File: src/rtl/tdec_bi.sv
// -----------------------------------------------------------------------------
// tdec_bi : temporal/stochastic bitstream decoder (bipolar by default)
//
// Counts the ones in one bitstream window (the run of cycles where iStop is
// low). On the edge that sees iStop high again, the count is converted to a
// signed bipolar value 2*ones - len. The result is presented on a valid/ready
// port for the downstream adder tree / MAC accumulator.
//
// Handshake: a result transfers on a rising clk edge where oValid=1 and
// iReady=1. oSum/oLen hold while oValid=1 and iReady=0. A new window result
// always loads, even if the previous one was not consumed (that sets oOvr).
//
// Optional build macro:
//   TDEC_UNIPOLAR_EN  when defined, oSum carries the plain ones count
//                     {1'b0, ones} instead of the bipolar value.
//
// Parameters:
//   CNTWD   width of the ones and length counters (max window 2^CNTWD-1)
//
// Ports:
//   clk     clock
//   rst_n   asynchronous active-low reset
//   iBit    bitstream data, sampled only while iStop=0
//   iStop   window delimiter: 0 = window active, 1 = idle / window end
//   iClr    synchronous clear of the sticky flags oOvr and oSat
//   oSum    signed (two's complement) result, CNTWD+1 bits
//   oLen    window length belonging to the result on oSum
//   oValid  result available
//   iReady  downstream accepts the result
//   oBusy   window accumulation in progress
//   oOvr    sticky: an unconsumed result was overwritten
//   oSat    sticky: a counter saturated in some window
//   oState  debug view of the accumulation FSM (0 = IDLE, 1 = ACC)
// -----------------------------------------------------------------------------
module tdec_bi #(
  parameter int CNTWD = 16
) (
  input  logic             clk,
  input  logic             rst_n,
  input  logic             iBit,
  input  logic             iStop,
  input  logic             iClr,
  output logic [CNTWD:0]   oSum,
  output logic [CNTWD-1:0] oLen,
  output logic             oValid,
  input  logic             iReady,
  output logic             oBusy,
  output logic             oOvr,
  output logic             oSat,
  output logic             oState
);

  typedef enum logic {
    IDLE = 1'b0,
    ACC  = 1'b1
  } state_e;

  localparam logic [CNTWD-1:0] LEN_MAX = '1;

  state_e           state_q, state_d;
  logic [CNTWD-1:0] ones_q, ones_d;
  logic [CNTWD-1:0] len_q, len_d;
  logic [CNTWD:0]   sum_q, sum_d;
  logic [CNTWD-1:0] olen_q, olen_d;
  logic             valid_q, valid_d;
  logic             busy_q, busy_d;
  logic             ovr_q, ovr_d;
  logic             sat_q, sat_d;

  logic             load;
  logic             sat_set;
  logic [CNTWD:0]   res_sum;

  // Result of the window currently held in the counters. In CNTWD+1 bits
  // 2*ones can wrap, but the difference always lies in -len..+len, which
  // fits, so modular arithmetic gives the exact signed value.
`ifdef TDEC_UNIPOLAR_EN
  assign res_sum = {1'b0, ones_q};
`else
  assign res_sum = {ones_q, 1'b0} - {1'b0, len_q};
`endif

  always_comb begin
    state_d = state_q;
    ones_d  = ones_q;
    len_d   = len_q;
    busy_d  = busy_q;
    load    = 1'b0;
    sat_set = 1'b0;

    case (state_q)
      IDLE: begin
        // Counters restart only here, so they still hold the last window
        // while idle.
        if (!iStop) begin
          state_d = ACC;
          ones_d  = {{(CNTWD-1){1'b0}}, iBit};
          len_d   = {{(CNTWD-1){1'b0}}, 1'b1};
          busy_d  = 1'b1;
        end
      end
      ACC: begin
        if (!iStop) begin
          if (len_q == LEN_MAX) begin
            // Length is pinned at its maximum: both counters freeze for the
            // rest of the window and the event is recorded.
            sat_set = 1'b1;
          end else begin
            ones_d = ones_q + {{(CNTWD-1){1'b0}}, iBit};
            len_d  = len_q + {{(CNTWD-1){1'b0}}, 1'b1};
          end
        end else begin
          // Window end; the iBit of this cycle is not part of the window.
          state_d = IDLE;
          busy_d  = 1'b0;
          load    = 1'b1;
        end
      end
      default: state_d = IDLE;
    endcase

    sum_d  = load ? res_sum : sum_q;
    olen_d = load ? len_q   : olen_q;

    if (load) begin
      valid_d = 1'b1;
    end else if (valid_q && iReady) begin
      valid_d = 1'b0;
    end else begin
      valid_d = valid_q;
    end

    // Set events take priority over a simultaneous clear. A load that
    // coincides with a transfer (iReady=1) is not an overrun.
    ovr_d = (ovr_q & ~iClr) | (load & valid_q & ~iReady);
    sat_d = (sat_q & ~iClr) | sat_set;
  end

  always_ff @(posedge clk or negedge rst_n) begin
    if (!rst_n) begin
      state_q <= IDLE;
      ones_q  <= '0;
      len_q   <= '0;
      sum_q   <= '0;
      olen_q  <= '0;
      valid_q <= 1'b0;
      busy_q  <= 1'b0;
      ovr_q   <= 1'b0;
      sat_q   <= 1'b0;
    end else begin
      state_q <= state_d;
      ones_q  <= ones_d;
      len_q   <= len_d;
      sum_q   <= sum_d;
      olen_q  <= olen_d;
      valid_q <= valid_d;
      busy_q  <= busy_d;
      ovr_q   <= ovr_d;
      sat_q   <= sat_d;
    end
  end

  assign oSum   = sum_q;
  assign oLen   = olen_q;
  assign oValid = valid_q;
  assign oBusy  = busy_q;
  assign oOvr   = ovr_q;
  assign oSat   = sat_q;
  assign oState = state_q;

endmodule
File: config.mk
export PLATFORM = sky130hd
export DESIGN_NAME = tdec_bi
export DESIGN_NICKNAME = d
export VERILOG_FILES = /design/src/rtl/tdec_bi.sv
export SDC_FILE = /design/constraint.sdc
export NUM_CORES = 1
export LEC_CHECK = 0
export ABC_AREA = 1
export CAP_MARGIN = 20
export CORE_MARGIN = 1
export CORE_UTILIZATION = 58
export DETAILED_ROUTE_END_ITERATION = 16
export MAX_ROUTING_LAYER = met4
export PLACE_DENSITY_LB_ADDON = 0.1
export REMOVE_ABC_BUFFERS = 1
export SYNTH_ARGS = -nofsm -noshare
export SYNTH_HDL_FRONTEND = slang
export SYNTH_SLANG_ARGS = --single-unit
File: constraint.sdc
create_clock -name clk -period 2.1 [get_ports clk]
set_input_delay 0.21 -clock clk [delete_from_list [all_inputs] [get_ports clk]]
set_output_delay 0.21 -clock clk [all_outputs]
set_load 0.05 [all_outputs]
==> results.tsv <==
stage	metric	value	unit
route	via count	4052	
grt	gr ovfl total	0	
clock_network	worst skew pair latency	350	ps
place	port buffer count	43	
power	P_leak	2.45	nW
worst_setup_path	Worst EP required	2340	ps
timing	minimum clock period	1900	ps
die	core area	7210	um2
run	Max-Cap Viols	0	
timing	Max Slew Vio Count	0	
yosys	FF+latch count, synth	69	
route	vias per std cell	5.26	
grt	largest net degree at the start of global routing	55	
layout	fin nets	694	
timing	RSZ-0062 raised after global routing	false	
clock_network	Root Driver	clkbuf_8	
clock_network	CTS tree	yes	
grt	initial antenna violation count	0	
grt	vias in the first global route	3756	
layout	final core occ	0.704	
yosys	main area contributors after synthesis	dfrtp_1, nand2_1, inv_1	
die	Die X-Extent	88.3	um
die	Starting Density	0.599	
route	total wire length	10.3	mm
worst_setup_path	CP Class	reg -> reg	
yosys	Syn Std Cell Area	4320	um2
layout	synth-to-layout area growth	17.5	%
place	GPL Wtd Cong	0.924	
layout	ratio of cells with drive above 1 in the final layout	0.0551	
yosys	cell taking the most area after synthesis	dfrtp_1	
die	die extent in y	88.3	um
worst_setup_path	CP max FO	6	
place	Final HPWL DP	7.64	mm
grt	Total GRT Usage	0.299	
clock_network	clock slew at reported path FFs	80	ps
run_status	status	finished, violations left	
place	pre-CTS setup slack	95.1	ps
timing	Slew headroom	0.655	
timing	# setup viols final	0	
worst_setup_path	start point of the critical path	ones_q[2]	
route	Wirelength per Cell	13.4	um
yosys	leading cell type by number of instances after synthesis	nand2_1	
power	P per Cell Area	802	nW/um2
run_status	failing checks	design-rule violations	
layout	Ant. Diodes	0	
yosys	post-synthesis cell count	619	
timing	Clock Skews	10.5	ps
yosys	Synth Warn #	0	
worst_setup_path	r2r setup slk	200	ps
worst_setup_path	worst r2r src	ones_q[2]	
yosys	Post-synth EDFFs	0	
yosys	asr flop ratio synth	1.00	
hold_path	HP Class	in -> async	
worst_setup_path	Worst setup SP type	flop	
route	initial DRC count	231	
yosys	mean post-synth cell area	6.98	um2
route	Antenna Nets Post-Route	0	
worst_setup_path	Setup crit end	oSum[6]	
yosys	number of library cell types mapped by synthesis	32	
worst_setup_path	Arr. time, crit path	2130	ps
clock_network	CTS Sinks	69	
yosys	sequential fraction of the synthesis area	0.400	
place	placed inst area	4880	um2
layout	Multi-input gate area	2200	um2
clock_network	Setup Buffers After CTS	0	
die	DIE AREA	7800	um2
timing	setup slack after layout	202	ps
die	# IOs	44	
layout	Seq. cell area	1730	um2
timing	Slew @ Worst Pin	515	ps
route	Pre-antenna DRT Iters	11	
yosys	Synth top cells by count	nand2_1, inv_1, dfrtp_1	
die	row count	31	
yosys	top-area cell type share of the netlist area	0.400	
power	VDD IR-drop max	0.354	mV
clock_network	CTS Buf Count	9	
timing	Max Freq	527	MHz
worst_setup_path	Reg2Reg Depth	7	
layout	post-route cell area	5080	um2
worst_setup_path	RR Endpoint	oSum[6]	
yosys	Most used DFF post-synth	dfrtp_1	
route	# DRC	2	
timing	period utilisation layout	0.904	
power	total power	0.00407	W
clock_network	htree depth	3	
timing	final hold viol count	0	
layout	Fill cells	623	
worst_setup_path	Setup crit end kind	flop	
clock_network	clk buf depth	2	
grt	first-pass GRT wire length	17.3	mm
[what timing repair did]
action | in CTS | in global routing
hold buffers | 1 | 0
endpoints found under the setup margin | 0 | 1
hold endpoints to repair | 20 | 0
gates resized for setup | 0 | 1
[worst min-delay path by stage]
stage | startpoint | endpoint | slack (ps)
floorplan | rst_n | len_q[0] | -90
CTS | rst_n | oSum[3] | 360
detailed placement | rst_n | oSum[3] | 200
global route | rst_n | oSum[3] | 420
global placement | rst_n | oSum[3] | 190
finish | rst_n | oSum[3] | 340
[critical path: stages, from the launching register on]
cell,delay [ps]
dfrtp_1,460
ha_1,370
or2_2,310
nand3_1,90
nand2_1,120
or2_2,300
nand3_1,80
nand2_1,50
[registers in the layout (all words and copies together), names as in the netlist]
signal,count
oBusy,1
oSum,17
oOvr,1
ones_q,16
oValid,1
oSat,1
oState,1
len_q,16
oLen,15
[metal layers]
metal	up-vias	track usage	routed length, um	part of all wire
met5	-	-	0	0
met4	0	0.103	215	0.021
met3	26	0.0644	619	0.060
met2	114	0.479	4820	0.47
met1	1849	0.374	4620	0.45
li1	2063	-	-	-
[through the flow]
| stage | hold WS (ps) | setup TNS, ps | instances |
|---|---|---|---|
| after floorplan | -85.6 | -30780 | 603 |
| after global placement | 188 | 0 | 755 |
| after detailed placement | 196 | 0 | 755 |
| after CTS | 357 | 0 | 770 |
| after global routing | 418 | 0 | 770 |
| final | 335 | 0 | 770 |
[final cells by class]
class	instances	area share
sequential	69	0.340
tap	99	0.0244
multi-input combinational	451	0.433
inverter	83	0.0614
clock inverter	2	0.00690
clock buffer	12	0.0286
timing repair buffer	54	0.105
[placed cells by master (no fill, tap or decap), drive strengths merged, types with 2 or more instances in the layout]
cell type      instances
nor3                  13
ha                    19
a21oi                 11
nand3                 50
clkbuf                12
nand3b                 4
or2                    4
o21ai                 57
dfrtp                 69
buf                   12
nor2                  43
o21bai                 2
xnor2                  2
clkdlybuf4s50         41
clkinv                 2
inv                   82
nand4                 13
nand2                217
and2                   2
xor2                   9
[power breakdown]
part / switching, W / total [W] / internal (W)
combinational: 0.000973 / 0.00144 / 0.000471
clock: 0.000478 / 0.00105 / 0.000567
sequential: 0.0000977 / 0.00158 / 0.00148
total: 0.00155 / 0.00407 / 0.00252
[logic make-up after synthesis]
group | Yosys count | synth area share
DFF | 69 | 0.400
adders and majority gates | 20 | 0.0596
AOI/OAI and AO/OA | 73 | 0.0877
buffers and inverters | 99 | 0.0915
xor gates and xnor gates | 11 | 0.0223
and+or+nand+nor | 347 | 0.339
(Power assumes the default switching activity.)
